`src/rtl/servo_slew_pwm_pkg.sv`:
```
// Shared servo constants, FSM encoding and angle helpers.
// Latency: n/a (package of types, constants and pure functions).
// Backpressure: n/a.
package servo_slew_pwm_pkg;

  // Mechanical end stop of the servo, in degrees.
  localparam int ANGLE_MAX = 180;

  // Default timebase shared by all four servo channels (50 MHz core clock).
  localparam int DEF_TICK_DIV      = 50;     // clk cycles per 1 us tick
  localparam int DEF_FRAME_TICKS   = 20000;  // 20 ms frame
  localparam int DEF_MIN_TICKS     = 1000;   // 1.0 ms pulse at 0 degrees
  localparam int DEF_TICKS_PER_DEG = 5;      // +5 us per degree
  localparam int DEF_STEP_MAX      = 2;      // degrees per frame

  typedef logic [7:0] angle_t;

  typedef enum logic [1:0] {
    ST_IDLE = 2'd0,
    ST_HIGH = 2'd1,
    ST_LOW  = 2'd2
  } state_e;

  // Saturate a requested angle at the mechanical end stop.
  function automatic angle_t clamp_angle(input angle_t a);
    return (int'(a) > ANGLE_MAX) ? angle_t'(ANGLE_MAX) : a;
  endfunction

  // Move cur toward tgt by at most step_max degrees.
  function automatic angle_t slew_step(input angle_t cur, input angle_t tgt, input int step_max);
    int diff;
    int step;
    if (tgt >= cur) diff = int'(tgt) - int'(cur);
    else            diff = int'(cur) - int'(tgt);
    step = (diff > step_max) ? step_max : diff;
    if (tgt >= cur) return angle_t'(int'(cur) + step);
    else            return angle_t'(int'(cur) - step);
  endfunction

endpackage

```
`src/rtl/servo_slew_pwm_tick_gen.sv`:
```
// Prescaler: one-cycle tick every TICK_DIV clk cycles while en is high.
// Latency: first tick TICK_DIV cycles after en rises; counter held at 0 while en is low.
// Backpressure: none.
// Ports: clk, reset (sync, active high), en (run), tick (one-cycle strobe, combinational from count).
module tick_gen
  import servo_slew_pwm_pkg::*;
#(
  parameter int TICK_DIV = DEF_TICK_DIV
) (
  input  logic clk,
  input  logic reset,
  input  logic en,
  output logic tick
);

  localparam int CW = (TICK_DIV > 1) ? $clog2(TICK_DIV) : 1;
  localparam logic [CW-1:0] CNT_LAST = CW'(TICK_DIV - 1);

  logic [CW-1:0] cnt_q;
  logic [CW-1:0] cnt_d;

  assign tick = en && (cnt_q == CNT_LAST);

  // Holding the count at 0 while disabled makes the first tick after
  // leaving IDLE land a full TICK_DIV cycles later.
  always_comb begin
    cnt_d = cnt_q;
    if (!en || tick) cnt_d = '0;
    else             cnt_d = cnt_q + 1'b1;
  end

  always_ff @(posedge clk) begin
    if (reset) cnt_q <= '0;
    else       cnt_q <= cnt_d;
  end

endmodule

```
`src/rtl/servo_slew_pwm.sv`:
```
// Servo PWM channel: frame generator with per-frame slew-limited angle.
// Latency: target registers 1 clk after angle_valid; applied at the next frame start.
// Backpressure: none; every angle_valid strobe is accepted.
// Ports: clk, reset (sync, active high), angle_in/angle_valid (target load), enable (frame run),
//        pwm (pulse), cur_angle (driven angle), busy (cur != target), frame_start (1-cycle strobe).
module servo_slew_pwm
  import servo_slew_pwm_pkg::*;
#(
  parameter int TICK_DIV      = DEF_TICK_DIV,
  parameter int FRAME_TICKS   = DEF_FRAME_TICKS,
  parameter int MIN_TICKS     = DEF_MIN_TICKS,
  parameter int TICKS_PER_DEG = DEF_TICKS_PER_DEG,
  parameter int STEP_MAX      = DEF_STEP_MAX
) (
  input  logic       clk,
  input  logic       reset,
  input  logic [7:0] angle_in,
  input  logic       angle_valid,
  input  logic       enable,
  output logic       pwm,
  output logic [7:0] cur_angle,
  output logic       busy,
  output logic       frame_start
);

  // Tick counter wide enough for the frame, never narrower than 16 bits.
  localparam int TW_RAW = $clog2(FRAME_TICKS + 1);
  localparam int TW     = (TW_RAW > 16) ? TW_RAW : 16;
  localparam logic [TW-1:0] FRAME_LAST = TW'(FRAME_TICKS);

  // The longest pulse must fit inside the frame, and a zero-width pulse
  // would never match the tick count.
  if (MIN_TICKS + ANGLE_MAX * TICKS_PER_DEG >= FRAME_TICKS) begin : g_bad_frame
    $error("servo_slew_pwm: MIN_TICKS + 180*TICKS_PER_DEG must be below FRAME_TICKS");
  end
  if (MIN_TICKS < 1 || TICK_DIV < 1 || STEP_MAX < 1) begin : g_bad_param
    $error("servo_slew_pwm: MIN_TICKS, TICK_DIV and STEP_MAX must be at least 1");
  end

  state_e        state_q;
  angle_t        target_q;
  angle_t        cur_q;
  logic [TW-1:0] width_q;
  logic [TW-1:0] tcnt_q;
  logic          pwm_q;
  logic          fs_q;

  logic          tick;
  angle_t        cur_d;
  logic [TW-1:0] width_d;
  logic [TW-1:0] tcnt_inc;
  logic          frame_end;
  logic          start_frame;

  tick_gen #(
    .TICK_DIV (TICK_DIV)
  ) u_tick_gen (
    .clk   (clk),
    .reset (reset),
    .en    (state_q != ST_IDLE),
    .tick  (tick)
  );

  // Slew and width are computed from the pre-edge target, so a strobe landing
  // on the frame-start edge is stored but only steers the following frame.
  always_comb begin
    cur_d       = slew_step(cur_q, target_q, STEP_MAX);
    width_d     = TW'(MIN_TICKS) + TW'(cur_d) * TW'(TICKS_PER_DEG);
    tcnt_inc    = tcnt_q + 1'b1;
    frame_end   = (state_q == ST_LOW) && tick && (tcnt_inc == FRAME_LAST);
    start_frame = enable && ((state_q == ST_IDLE) || frame_end);
  end

  always_ff @(posedge clk) begin
    if (reset) begin
      state_q  <= ST_IDLE;
      target_q <= '0;
      cur_q    <= '0;
      width_q  <= '0;
      tcnt_q   <= '0;
      pwm_q    <= 1'b0;
      fs_q     <= 1'b0;
    end else begin
      fs_q <= 1'b0;
      if (angle_valid) target_q <= clamp_angle(angle_in);

      if (start_frame) begin
        state_q <= ST_HIGH;
        pwm_q   <= 1'b1;
        fs_q    <= 1'b1;
        cur_q   <= cur_d;
        width_q <= width_d;
        tcnt_q  <= '0;
      end else begin
        case (state_q)
          ST_HIGH: begin
            if (tick) begin
              tcnt_q <= tcnt_inc;
              if (tcnt_inc == width_q) begin
                state_q <= ST_LOW;
                pwm_q   <= 1'b0;
              end
            end
          end
          ST_LOW: begin
            // enable is only consulted at the frame boundary, so a frame
            // in flight always finishes whole.
            if (frame_end) begin
              state_q <= ST_IDLE;
              tcnt_q  <= '0;
            end else if (tick) begin
              tcnt_q <= tcnt_inc;
            end
          end
          ST_IDLE: begin
            pwm_q <= 1'b0;
          end
          default: begin
            state_q <= ST_IDLE;
            pwm_q   <= 1'b0;
          end
        endcase
      end
    end
  end

  assign pwm         = pwm_q;
  assign cur_angle   = cur_q;
  assign frame_start = fs_q;
  assign busy        = (cur_q != target_q);

endmodule

```
`config.mk`:
```
export PLATFORM = sky130hd
export DESIGN_NAME = servo_slew_pwm
export DESIGN_NICKNAME = d
export VERILOG_FILES = /design/src/rtl/servo_slew_pwm_pkg.sv /design/src/rtl/servo_slew_pwm_tick_gen.sv /design/src/rtl/servo_slew_pwm.sv
export SDC_FILE = /design/constraint.sdc
export NUM_CORES = 1
export LEC_CHECK = 0
export CELL_PAD_IN_SITES_DETAIL_PLACEMENT = 1
export CELL_PAD_IN_SITES_GLOBAL_PLACEMENT = 1
export CORE_ASPECT_RATIO = 0.5
export CORE_MARGIN = 5
export CORE_UTILIZATION = 30
export DETAILED_ROUTE_END_ITERATION = 8
export GPL_TIMING_DRIVEN = 0
export PLACE_DENSITY = 0.58
export SKIP_LAST_GASP = 1
export SYNTH_ARGS = -nofsm -noshare
export SYNTH_HDL_FRONTEND = slang
export SYNTH_HIERARCHICAL = 1
export SYNTH_SLANG_ARGS = --single-unit
export TNS_END_PERCENT = 50
```
`constraint.sdc`:
```
create_clock -name clk -period 6.35 [get_ports clk]
set_input_delay 0.9525 -clock clk [delete_from_list [all_inputs] [get_ports clk]]
set_output_delay 0.9525 -clock clk [all_outputs]
set_load 0.01 [all_outputs]
```
==> flow_summary.json, run 1 <==
{
  "cts_tree": "done",
  "min_from": "width_q[9]",
  "grt_pass1_vias": 5022,
  "fin_skew_ns": 0.01044,
  "syn_nets": 701,
  "timing.rr.start": "cur_angle[0]",
  "hold_depth": 2,
  "start_kind": "flop",
  "hold_path_class": "reg2reg",
  "wl_per_cell_um": 17.89,
  "seq_area_frac_synth_pct": 21.52,
  "fin_crit_sh_pct": 98.49,
  "die_height_um": 99.80,
  "core_mm2": 0.01562,
  "min_period_ns": 6.254,
  "yosys_warnings": 6,
  "cts.htree.levels": 2,
  "cts_buffer_depth": 2,
  "grt_first_pass_wirelength_um": 26480,
  "final_layout_size_suffix_gt1_share_pct": 24.57,
  "hold_buffers": 0,
  "areaGrowthSynthToFinish_pct": 31.89,
  "rsz0062_at_grt": "yes",
  "cpPeakStageDelay_ns": 0.39,
  "ys_ff_latch": 52,
  "r2r_slack_ns": 0.1,
  "slew_headroom_pct": 47.35,
  "initial_core_util_pct": 30.99,
  "syn_inst": 638,
  "tritoncts.num_buffers": 5,
  "place_area_mm2": 0.005314,
  "num_vias": 4874,
  "setup_viol_count_final": 0,
  "muxShareOfSynthArea_pct": 0.8534,
  "synth_compound_area_share_pct": 23.22,
  "wirelength_um": 16240,
  "worst_path_most_repeated_cell": "ha_4",
  "drtAntennaViolNets": 0,
  "grt_antenna_before_repair": 0,
  "antenna_cells": 0,
  "cap_violations": 0,
  "route.detailed.drc": 0,
  "synth_top_family_by_area": "simple AND/OR/NAND/NOR gates",
  "drt-pass1-iter-count": 6,
  "boundaryPins": 23,
  "via_per_inst": 5.368,
  "gr-usage-all-layers_pct": 16.93,
  "reg2regPathDepth": 34,
  "synth_flop_cell": "dfxtp_1",
  "report.final.slew_viol_count": 0,
  "synth.avg_cell_area_um2": 7.584,
  "grt_max_degree": 19,
  "synth_edf_count": 0,
  "worstHoldEndpoint": "width_q[9]",
  "clk_latency_ns": 0.30,
  "worstSetupPathType": "reg2reg",
  "nets": 766,
  "slowest_stage": "fa_2",
  "status": "completed",
  "place.gp.congestion": 0.8652,
  "ys_async_sr_fraction_pct": 0,
  "drt-initial-drc-count": 258,
  "worst_pin_slew_ns": 0.7838,
  "n_fill_cell": 1886,
  "crit_fanout": 3,
  "r2r-end": "width_q[11]",
  "clock.fmax_mhz": 159.9,
  "synthSimpleGateAreaFrac_pct": 24.70,
  "clock_sinks": 52,
  "critPathArrivalTime_ns": 6.45,
  "die-area_mm2": 0.01892,
  "numPortBuffers": 22,
  "die_x_um": 189.6,
  "finalHoldViolCount": 0,
  "cp_data_required_time_ns": 6.55,
  "synth_cell_types": 70,
  "clkTransAtPathRegs_ns": 0.08,
  "synth_xor_area_share_pct": 8.870,
  "synth_area_mm2": 0.004838,
  "synthAdderAreaFrac_pct": 14.12,
  "design_area_mm2": 0.006381,
  "rows": 32,
  "gr-total-overflow": 0,
  "dpl.hpwl_um": 11910,
  "end_kind": "flop",
  "clock-root-buffer": "clkbuf_16"
}
how the worst max path moves through the flow:
stage                            start           to  slack [ns]  depth (start not counted)
after detailed placement  cur_angle[4]  width_q[11]       -1.27                         33
after global routing      cur_angle[0]  width_q[11]       -0.22                         32
after CTS                 cur_angle[0]  width_q[11]      -0.009                         34
after floorplan           cur_angle[0]  width_q[10]        0.10                         28
final                     cur_angle[0]  width_q[11]         0.1                         34
after global placement    cur_angle[4]  width_q[11]       -1.21                         32
stage by stage:
step,setup TNS (ns),worst slack [ns],cells,hold WS (ns),utilization [%]
after floorplan,0,0.1034,638,0.4433,-
after global placement,-5.737,-1.211,864,0.4580,34.03
after detailed placement,-5.966,-1.274,864,0.4638,34.03
after CTS,-0.01424,-0.009055,892,0.4762,38.82
after global routing,-0.6447,-0.2243,908,0.4870,40.87
final,0,0.09591,908,0.4707,40.87
cell families (layout without fill, tap and decap cells):
logic type | Yosys count | count (layout)
adders and majority gates | 51 | 51
buffers and inverters | 75 | 141
muxes | 4 | 4
DFF | 52 | 52
xor gates and xnor gates | 49 | 49
AOI/OAI and AO/OA | 173 | 173
and+or+nand+nor | 234 | 234
per-layer routing:
metal  track usage [%]  vias up  wire, um
li1                  -     2392         -
met1             22.78     2396      7715
met2             29.91       70      7951
met3             1.737       16       386
met4             3.333        0       187
met5                 0        -         0
state kept, by name, summed over array words and instances (netlist names):
signal            count
cur_angle             8
frame_start           1
pwm                   1
state_q               2
target_q              8
tcnt_q               16
u_tick_gen/cnt_q      6
width_q              10
worst max-delay path: cells and delay by family (launching register included):
kind	cells	cell delay (ns)
compound gates	16	2.86
xor+xnor	2	0.29
fa+ha+maj	6	1.46
buf+inv	3	0.17
flops	1	0.37
simple gates	7	0.98
Yosys cell counts, types with 5 or more instances:
cell type | count | area share [%]
xnor2_1 | 30 | 5.4
nand3_1 | 18 | 1.9
or3_1 | 9 | 1.2
nor3_1 | 21 | 2.2
fa_1 | 6 | 2.5
o21a_1 | 5 | 0.78
nor2b_1 | 14 | 1.8
o21bai_1 | 5 | 0.78
o21ai_0 | 29 | 3.0
clkbuf_1 | 15 | 1.2
inv_1 | 42 | 3.3
buf_4 | 6 | 0.93
o22ai_1 | 5 | 0.65
nor4_1 | 6 | 0.78
ha_1 | 45 | 12
or2_2 | 5 | 0.65
nand2b_1 | 5 | 0.65
a21oi_1 | 54 | 5.6
a21o_1 | 11 | 1.7
and2_1 | 8 | 1.0
a211oi_1 | 10 | 1.6
xor2_1 | 19 | 3.4
dfxtp_1 | 52 | 22
nand2_1 | 48 | 3.7
o211ai_1 | 7 | 1.1
buf_2 | 10 | 1.0
nor2_1 | 69 | 5.4
timing repair:
| item | CTS | global route |
|---|---|---|
| endpoints found under the setup margin | 7 | 5 |
| setup buffers | 20 | 17 |
| pin swaps | 35 | 38 |
| gates resized for setup | 104 | 35 |
layout make-up:
type                       instances  area [um2]  share of cell area [%]
clock inverter                     3       25.02                  0.3922
multi-input combinational        511        4018                   62.96
tap                              204       255.2                   4.000
inverter                          42       160.2                   2.510
sequential                        52        1066                   16.71
clock buffer                       5       125.1                   1.961
timing repair buffer              59       518.0                   8.118
buffer                            32       214.0                   3.353
layout by cell type (no fill, tap or decap), types with 6 or more instances in the layout:
cell / instances
a211oi_1: 8
a21o_1: 11
a21oi_1: 41
a21oi_2: 13
and2_1: 6
buf_2: 6
buf_4: 41
clkbuf_1: 11
clkdlybuf4s50_1: 22
dfxtp_1: 42
ha_1: 33
ha_4: 11
inv_1: 38
nand2_1: 47
nand3_1: 15
nor2_1: 65
nor2b_1: 12
nor3_1: 19
o211ai_1: 7
o21ai_0: 23
o21ai_1: 7
or3_1: 8
xnor2_1: 23
xnor2_2: 7
xor2_1: 17
Power of run 1 is left out: the tool's default activity adds up to more than one toggle a clock period on the data nets, which glitch-free logic cannot reach.
==> inputs of run 2 (changes only) <==
--- a/config.mk
+++ b/config.mk
@@ -12,7 +12,8 @@
 export CORE_UTILIZATION = 30
 export DETAILED_ROUTE_END_ITERATION = 8
 export GPL_TIMING_DRIVEN = 0
-export PLACE_DENSITY = 0.58
+export PLACE_DENSITY = 0.56
+export RECOVER_POWER = 100
 export SKIP_LAST_GASP = 1
 export SYNTH_ARGS = -nofsm -noshare
 export SYNTH_HDL_FRONTEND = slang
==> constraint.sdc (replaced) <==
create_clock -name clk -period 5.94 [get_ports clk]
set_input_delay 0.891 -clock clk [delete_from_list [all_inputs] [get_ports clk]]
set_output_delay 0.891 -clock clk [all_outputs]
set_load 0.01 [all_outputs]
==> run 2 against run 1 <==
Net effect: the flow now finishes with violations (setup timing); clock-buffer cell count unchanged; clock skew increased by 0.00076 ns; non-clock buffer count decreased by 4; register-to-register slack got worse by 0.47 ns; first-iteration DRC count increased by 2.7%; sequential cell count unchanged; critical path type unchanged; sequential share of layout area increased by 0.31 points.
==> flow_summary.json, run 2 (same netlist as run 1, synthesis figures left out) <==
{
  "grt_max_degree": 19,
  "wl_per_cell_um": 17.81,
  "start_kind": "flop",
  "top_register": "tcnt_q",
  "grt_first_pass_wirelength_um": 26400,
  "rows": 32,
  "die-area_mm2": 0.01892,
  "top_regs": "tcnt_q x16, width_q x10",
  "fin_skew_ns": 0.01120,
  "crit_fanout": 10,
  "final_layout_size_suffix_gt1_share_pct": 22.86,
  "place_ws_ns": -1.203,
  "clock.fmax_mhz": 158.5,
  "layout_common_cells": "nor2_1, nand2_1, dfxtp_1",
  "grt_antenna_before_repair": 0,
  "core_mm2": 0.01562,
  "cts_tree": "done",
  "fin_crit_sh_pct": 106.2,
  "clock_sinks": 52,
  "n_fill_cell": 1878,
  "status": "finished, violations left",
  "place_inst": 864,
  "clk_latency_ns": 0.30,
  "setup_slack_ns": -0.3708,
  "cts_buffer_depth": 2,
  "end_kind": "flop",
  "cpPeakStageDelay_ns": 0.40,
  "place.gp.congestion": 0.8372,
  "nets": 762,
  "drtAntennaViolNets": 0,
  "cts.htree.levels": 2,
  "antenna_cells": 0,
  "die_x_um": 189.6,
  "critPathArrivalTime_ns": 6.53,
  "place_area_mm2": 0.005444,
  "report.final.slew_viol_count": 0,
  "rsz0062_at_grt": "yes",
  "initial_core_util_pct": 30.99,
  "clock-root-buffer": "clkbuf_16",
  "boundaryPins": 23,
  "wirelength_um": 16100,
  "dpl.hpwl_um": 12170,
  "drt-initial-drc-count": 265,
  "areaGrowthSynthToFinish_pct": 30.10,
  "cap_violations": 0,
  "worst_path_most_repeated_cell": "ha_1",
  "gr-total-overflow": 0,
  "hold_path_class": "reg2reg",
  "stdcell_count": 904,
  "finalHoldViolCount": 0,
  "grt_pass1_vias": 4938,
  "num_vias": 4774,
  "via_per_inst": 5.281,
  "die_height_um": 99.80,
  "slew_headroom_pct": 43.25,
  "gr-usage-all-layers_pct": 17.17,
  "final_common_cell": "nor2_1",
  "cp_data_required_time_ns": 6.16,
  "worstSetupPathType": "reg2reg",
  "drt-pass1-iter-count": 4,
  "route.detailed.drc": 0,
  "min_period_ns": 6.311,
  "tritoncts.num_buffers": 5,
  "holdWs_ns": 0.4744,
  "setup_viol_count_final": 4,
  "design_area_mm2": 0.006295,
  "largest_register_ffs": 16,
  "slowest_stage": "dfxtp_4",
  "clkTransAtPathRegs_ns": 0.08,
  "numPortBuffers": 22,
  "violations": "setup timing",
  "worst_pin_slew_ns": 0.8447
}
==> run 2: metal layers <==
layer | global-route usage (%) | part of all wire (%) | vias up
met5 | 0 | 0 | -
met4 | 3.444 | 1.4 | 0
met3 | 2.015 | 2.0 | 19
met2 | 29.47 | 47 | 50
met1 | 23.60 | 50 | 2329
li1 | - | - | 2376
==> run 2: final timing paths <==
kind	slack [ns]	end	start	depth (start not counted)
worst max-delay path	-0.37	width_q[10]	cur_angle[3]	29
worst min-delay path	0.47	width_q[4]	width_q[4]	2
worst max register to register	-0.37	width_q[10]	cur_angle[3]	29
worst min register to register	0.47	width_q[4]	width_q[4]	2
==> run 2: timing repair <==
item / in CTS / in global routing
buffers inserted: 30 / 3
endpoints found under the hold margin: 0 / 0
pin swaps: 40 / 2
endpoints found under the setup margin: 7 / 6
gates resized for setup: 97 / 7
hold buffers: 0 / 0
==> run 2: layout make-up <==
cell class / count / area [um2] / area share [%]
buffer: 32 / 220.2 / 3.498
sequential: 52 / 1071 / 17.01
clock inverter: 3 / 23.77 / 0.3777
inverter: 42 / 161.4 / 2.564
timing repair buffer: 55 / 475.5 / 7.553
tap: 204 / 255.2 / 4.055
multi-input combinational: 511 / 3963 / 62.95
clock buffer: 5 / 125.1 / 1.988
==> run 2: worst max-delay path: cells and delay by family (launching register included) <==
family | cells | cell delay, ns
AO/OA/AOI/OAI | 12 | 2.14
buffers and inverters | 4 | 0.49
flip-flops | 1 | 0.40
adder cells (fa/ha/maj) | 7 | 1.96
AND/OR/NAND/NOR | 3 | 0.66
XOR/XNOR | 2 | 0.22
multiplexers | 1 | 0.37
==> run 2: through the flow <==
step	utilization, %	setup TNS (ns)
after global routing	40.31	-2.694
after detailed placement	34.86	-6.118
after global placement	34.86	-5.700
final	40.31	-1.324
after floorplan	-	-0.02777
after CTS	40.19	-0.8435
Power of run 2 is left out for the same reason.
